[config.mk]
export PLATFORM = sky130hd
export DESIGN_NAME = sid_bus_sequencer
export DESIGN_NICKNAME = d
export VERILOG_FILES = /design/src/rtl/sid_bus_sequencer.sv
export SDC_FILE = /design/constraint.sdc
export NUM_CORES = 1
export LEC_CHECK = 0
export ABC_CLOCK_PERIOD_IN_PS = 2800
export BUFFER_PORTS_ARGS = -buffer_cell sky130_fd_sc_hd__buf_2
export CAP_MARGIN = 10
export CORE_MARGIN = 1
export CORE_UTILIZATION = 45
export DETAILED_ROUTE_END_ITERATION = 10
export HOLD_SLACK_MARGIN = 0.15
export SKIP_CTS_REPAIR_TIMING = 1
export SLEW_MARGIN = 20
export SYNTH_ARGS = -nofsm -noshare
export SYNTH_HDL_FRONTEND = slang
export SYNTH_SLANG_ARGS = --single-unit
[constraint.sdc]
create_clock -name clk -period 2.8 [get_ports clk]
set_clock_uncertainty 0.15 [all_clocks]
set_input_delay 0.14 -clock clk [delete_from_list [all_inputs] [get_ports clk]]
set_output_delay 0.14 -clock clk [all_outputs]
set_load 0.005 [all_outputs]
[src/rtl/sid_bus_sequencer.sv]
// SID register-write engine.
// Generates phi2 from the system clock, runs the chip hardware-reset
// sequence, and plays queued register writes onto a shared SID bus with one
// active-low chip select per chip.
module sid_bus_sequencer #(
    parameter int CLK_DIV      = 8,
    parameter int NUM_CHIPS    = 2,
    parameter int DEPTH        = 16,
    parameter int RESET_CYCLES = 16,
    parameter int CHIP_W       = (NUM_CHIPS > 1) ? $clog2(NUM_CHIPS) : 1,
    parameter int LVL_W        = $clog2(DEPTH) + 1
) (
    input  logic                 clk,
    input  logic                 reset,
    input  logic                 wr_valid,
    output logic                 wr_ready,
    input  logic [CHIP_W-1:0]    wr_chip,
    input  logic [4:0]           wr_addr,
    input  logic [7:0]           wr_data,
    input  logic                 sid_rst_req,
    input  logic                 err_clr,
    output logic                 busy,
    output logic [LVL_W-1:0]     fifo_level,
    output logic                 err_chip,
    output logic                 sid_clk,
    output logic                 sid_notres,
    output logic [NUM_CHIPS-1:0] sid_notcs,
    output logic [4:0]           sid_addr,
    output logic [7:0]           sid_data
);

    localparam int DIV_W = $clog2(CLK_DIV);
    localparam int RC_W  = (RESET_CYCLES > 1) ? $clog2(RESET_CYCLES) : 1;
    localparam int PTR_W = $clog2(DEPTH);
    localparam logic [DIV_W-1:0] DIV_LAST = DIV_W'(CLK_DIV - 1);
    localparam logic [DIV_W-1:0] DIV_HALF = DIV_W'(CLK_DIV / 2);
    localparam logic [RC_W-1:0]  RC_LAST  = RC_W'(RESET_CYCLES - 1);
    localparam logic [LVL_W-1:0] LVL_FULL = LVL_W'(DEPTH);

    typedef struct packed {
        logic [CHIP_W-1:0] chip;
        logic [4:0]        addr;
        logic [7:0]        data;
    } wr_req_t;

    typedef enum logic [1:0] {INIT, IDLE, STROBE, HOLD} state_t;

    state_t                 state, state_nxt;
    logic [DIV_W-1:0]       div_cnt, div_nxt;
    logic [RC_W-1:0]        rst_cnt, rst_cnt_nxt;
    logic                   notres_nxt;
    logic [NUM_CHIPS-1:0]   notcs_nxt;
    logic [4:0]             addr_nxt;
    logic [7:0]             data_nxt;
    logic                   boundary, push, pop, err_set;

    wr_req_t                mem [DEPTH];
    wr_req_t                head;
    logic [PTR_W-1:0]       wr_ptr, rd_ptr;

    assign boundary = (div_cnt == DIV_LAST);
    assign div_nxt  = boundary ? '0 : div_cnt + 1'b1;
    assign head     = mem[rd_ptr];
    assign wr_ready = (state != INIT) && (fifo_level < LVL_FULL);
    assign busy     = (state != IDLE) || (fifo_level != '0);
    assign push     = wr_valid && wr_ready;

    // Next-state and bus-output decode; a reset request overrides everything
    always_comb begin
        state_nxt   = state;
        rst_cnt_nxt = rst_cnt;
        notres_nxt  = sid_notres;
        notcs_nxt   = sid_notcs;
        addr_nxt    = sid_addr;
        data_nxt    = sid_data;
        pop         = 1'b0;
        err_set     = 1'b0;
        case (state)
            INIT: begin
                notcs_nxt  = '1;
                notres_nxt = 1'b0;
                if (boundary) begin
                    if (rst_cnt == RC_LAST) begin
                        notres_nxt  = 1'b1;
                        rst_cnt_nxt = '0;
                        state_nxt   = IDLE;
                    end else begin
                        rst_cnt_nxt = rst_cnt + 1'b1;
                    end
                end
            end
            IDLE: begin
                // Launch on the boundary so address/data/CS are valid at div_cnt==0
                if (boundary && fifo_level != '0) begin
                    pop = 1'b1;
                    if (int'(head.chip) < NUM_CHIPS) begin
                        addr_nxt  = head.addr;
                        data_nxt  = head.data;
                        for (int i = 0; i < NUM_CHIPS; i++)
                            notcs_nxt[i] = (head.chip != CHIP_W'(i));
                        state_nxt = STROBE;
                    end else begin
                        err_set = 1'b1;
                    end
                end
            end
            STROBE: begin
                if (boundary)
                    state_nxt = HOLD;
            end
            HOLD: begin
                // One extra clk of CS past the phi2 falling edge, then release
                notcs_nxt = '1;
                state_nxt = IDLE;
            end
            default: state_nxt = INIT;
        endcase
        if (sid_rst_req) begin
            state_nxt   = INIT;
            notcs_nxt   = '1;
            notres_nxt  = 1'b0;
            rst_cnt_nxt = '0;
            pop         = 1'b0;
            err_set     = 1'b0;
        end
    end

    // Divider, FSM, bus registers, error flag and FIFO bookkeeping
    always_ff @(posedge clk) begin
        if (reset) begin
            div_cnt    <= '0;
            sid_clk    <= 1'b0;
            state      <= INIT;
            rst_cnt    <= '0;
            sid_notres <= 1'b0;
            sid_notcs  <= '1;
            sid_addr   <= '0;
            sid_data   <= '0;
            err_chip   <= 1'b0;
            fifo_level <= '0;
            wr_ptr     <= '0;
            rd_ptr     <= '0;
        end else begin
            div_cnt    <= div_nxt;
            sid_clk    <= (div_nxt >= DIV_HALF);
            state      <= state_nxt;
            rst_cnt    <= rst_cnt_nxt;
            sid_notres <= notres_nxt;
            sid_notcs  <= notcs_nxt;
            sid_addr   <= addr_nxt;
            sid_data   <= data_nxt;
            if (err_set)
                err_chip <= 1'b1;
            else if (err_clr)
                err_chip <= 1'b0;
            if (sid_rst_req) begin
                fifo_level <= '0;
                wr_ptr     <= '0;
                rd_ptr     <= '0;
            end else begin
                if (push)
                    wr_ptr <= wr_ptr + 1'b1;
                if (pop)
                    rd_ptr <= rd_ptr + 1'b1;
                if (push && !pop)
                    fifo_level <= fifo_level + 1'b1;
                else if (pop && !push)
                    fifo_level <= fifo_level - 1'b1;
            end
        end
    end

    // FIFO storage; entries need no reset since the pointers gate them
    always_ff @(posedge clk) begin
        if (push)
            mem[wr_ptr] <= '{chip: wr_chip, addr: wr_addr, data: wr_data};
    end

endmodule
==> out/qor.csv <==
stage;metric;value;unit
status;status;completed;
yosys;Post-Syn Area per Cell;18.1;sq um
pwr;Seq pwr share;53.7;%
drt;DRC;0;
yosys;top-count cell post-synth;edfxtp_1;
sta;Slew Viols, Final;0;
worst_hold_path;hold path start;div_cnt[0];
critical_path;worst path cell trace;ha_4 -> ha_4 -> inv_4 -> a211oi_4 -> nand2b_1 -> ha_4 -> inv_4 -> ha_4 -> nor2b_1 -> o21a_1 -> or3_1 -> a21oi_2 -> mux2i_1;
pwr;Design Power;0.00799;W
sta;Final Hold Viols;0;
yosys;Distinct cells, synth;43;
critical_path;kind of critical path;flip-flop to flip-flop;
critical_path;slowest library cell on the worst path;or3_1;
drt;WL final;22.3;mm
drt;Pre-antenna DRT Iters;5;
cts;clock sink count;266;
worst_hold_path;Hold Path Cell Cnt;1;
yosys;post-synthesis sequential area ratio;72.5;%
floorplan;width of the die;154;um
yosys;Syn Inst Count;577;
pwr;peak supply drop;0.518;mV
final_layout;share of layout cells above drive strength 1;28.2;%
sta;final period utilization;97.6;%
cts;CTS buffer count;28;
critical_path;CP Data Required Time;3.11;ns
floorplan;die height;154;um
pwr;Int Pwr;0.00643;W
cts;worst skew pair latency;0.56;ns
placement;post-DP HPWL;13.9;mm
sta;headroom to the max-slew limit;38.3;%
yosys;share of the synthesized area in the top cell type;64.5;%
floorplan;I/O pin count;44;
cts;# H-tree levels;1;
placement;GPL Wtd Cong;0.818;
yosys;Synth Flop Type;edfxtp_1;
sta;unrepaired setup endpoints after global routing;true;
pwr;PD cells;642;nW/um^2
yosys;Async S/R FF share, synth;0;%
final_layout;Filler cells;1775;
cts;CTS tree;yes;
sta;f_max;366;MHz
yosys;syn nets;613;
critical_path;Worst Path Arrival;3.04;ns
pwr;clock share of power;45.1;%
global_routing;Tot GR Track Use;19.6;%
critical_path;RR Startpoint;div_cnt[1];
drt;detailed-route via count;5536;
sta;Worst Tran Pin Value;0.924;ns
yosys;Yosys top cell by area;edfxtp_1;
final_layout;Layout Nets;722;
pwr;Comb power frac;1.2;%
yosys;synth warn;0;
sta;final setup TNS;0;ns
yosys;Synth top cells by count;224 x edfxtp_1, 42 x dfxtp_1, 38 x mux4_2, 37 x nor2_1;
floorplan;Std-Cell Rows;55;
global_routing;first-pass GRT wire length;34.5;mm
yosys;synth top area cells;edfxtp_1 64%, mux4_2 8.2%, dfxtp_1 8.1%, mux4_1 3.5%, a22o_1 2.2%;
drt;per-cell routed wire length;22.4;um
floorplan;Die Area;23800;sq um
yosys;Post-synth EDFFs;224;
pwr;Psw;0.00156;W
global_routing;initial antenna violation count;0;
critical_path;reg2reg setup slack;0.07;ns
critical_path;crit start category;flip-flop;
drt;1st-iter DRT viols;423;
cts;CTS clk-pin slew, worst paths;0.06;ns
critical_path;most used cell, CP;ha_4;
drt;post-route ant nets;0;
critical_path;CP peak stage delay;0.39;ns
critical_path;R2R cell count;13;
global_routing;GRT Residual Overflow;0;
worst_hold_path;Hold Crit Class;flip-flop to flip-flop;
pwr;Pleak;4.19;nW
pwr;switching share of power;19.6;%
worst_hold_path;end of the worst hold path;div_cnt[0];
cts;CTS root buffer;clkbuf_16;
placement;number of port buffers;41;
critical_path;critical path fanouts, max;5;
final_layout;Layout area overhead;19.3;%
sta;post-route minimum period;2.73;ns
global_routing;largest net degree at the start of global routing;32;
yosys;Synth Register Bits;266;
yosys;Mapped Area;10400;sq um
job;max cap viols;0;
cts;clk buf depth;3;
global_routing;vias in the first global route;5862;
critical_path;CP endpoint kind;flip-flop;
final_layout;# diodes;0;
sta;# setup viols final;0;
drt;vias per cell;5.58;
floorplan;core box area;22700;sq um
critical_path;RR Endpoint;fifo_level[4];
floorplan;initial core utilization;46.0;%
per-layer routing:
metal  global-route usage (%)  vias up  part of all wire (%)
met2                     33.1      148                    48
met4                     4.86        0                   2.0
met1                     26.7     2838                    45
met5                        0        -                     0
li1                         -     2515                     -
met3                     3.39       35                   5.0
state kept, by name, indices dropped and copies added (netlist names), 2 cells and up, named ones only:
register / count
sid_notcs: 2
sid_addr: 5
fifo_level: 5
rst_cnt: 4
sid_data: 8
mem: 224
rd_ptr: 4
wr_ptr: 4
div_cnt: 2
state: 2
worst max-delay path by stage:
stage	startpoint	endpoint
after floorplan	state[0]	mem[3][0]
after global placement	div_cnt[0]	fifo_level[4]
after detailed placement	div_cnt[1]	fifo_level[4]
after CTS	div_cnt[1]	fifo_level[4]
after global routing	div_cnt[0]	fifo_level[4]
final	div_cnt[1]	fifo_level[4]
critical path, delay by kind of cell, from the launching register on:
kind	cells	cell delay (ns)
muxes	1	0.21
DFF	1	0.34
and+or+nand+nor	3	0.64
AOI/OAI and AO/OA	3	0.51
buffers and inverters	2	0.12
adders and majority gates	4	0.68
area by class of cell:
type / instances / area [sq um] / area share (%)
clock inverters: 17 / 160 / 1.29
well taps: 285 / 357 / 2.86
inverters: 10 / 42.5 / 0.342
multi-input cells: 272 / 2760 / 22.1
clock buffers: 35 / 757 / 6.08
repair buffers: 108 / 801 / 6.43
flip-flops and latches: 266 / 7580 / 60.9
logic make-up (layout without fill, tap and decap cells):
family / Yosys count / count (layout) / synth area share (%)
buf+inv: 39 / 170 / 2.10
compound gates: 78 / 78 / 5.00
fa+ha+maj: 17 / 17 / 2.11
other cells: 1 / 1 / 0.0359
mux: 65 / 65 / 13.0
flops: 266 / 266 / 72.5
xor+xnor: 10 / 10 / 0.839
simple gates: 101 / 101 / 4.44
cells in the final DEF (no fill, tap or decap), drive strengths merged, types with 6 or more instances in the layout:
cell         synthesis  final
inv                 10     10
mux4                52     52
xor2                 7      7
nor2b                6      6
clkbuf              12     35
clkinv               0     12
nor3                 7      7
nor2                37     37
ha                  16     16
mux2i               13     13
a21oi               24     24
dfxtp               42     42
nand3               10     10
a22o                26     26
nand2               26     26
edfxtp             224    224
o21ai               19     19
buf                 17     91
dlygate4sd3          0     17
per-stage QoR:
stage                     setup slack [ns]  instances  utilization (%)  hold slack [ns]  cell area (sq um)
after floorplan                    0.00303        577                -           0.0889              10500
after global placement              0.0923        921             49.8            0.243              11300
after detailed placement          -0.00630        921             49.8            0.249              11300
after CTS                          -0.0278        973             53.8           -0.208              12200
after global routing               -0.0268        993             54.8            0.290              12400
final                               0.0661        993             54.8            0.282              12400
power groups by stage:
| stage | logic (W) | registers [W] | clock network [W] |
|---|---|---|---|
| after floorplan | 0.0000164 | 0.00438 | 0 |
| after global placement | 0.0000689 | 0.00437 | 0 |
| after detailed placement | 0.0000745 | 0.00437 | 0 |
| after CTS | 0.0000747 | 0.00429 | 0.00368 |
| after global routing | 0.000104 | 0.00429 | 0.00381 |
| final | 0.0000933 | 0.00429 | 0.00361 |
Power figures use the tool's default switching activity.
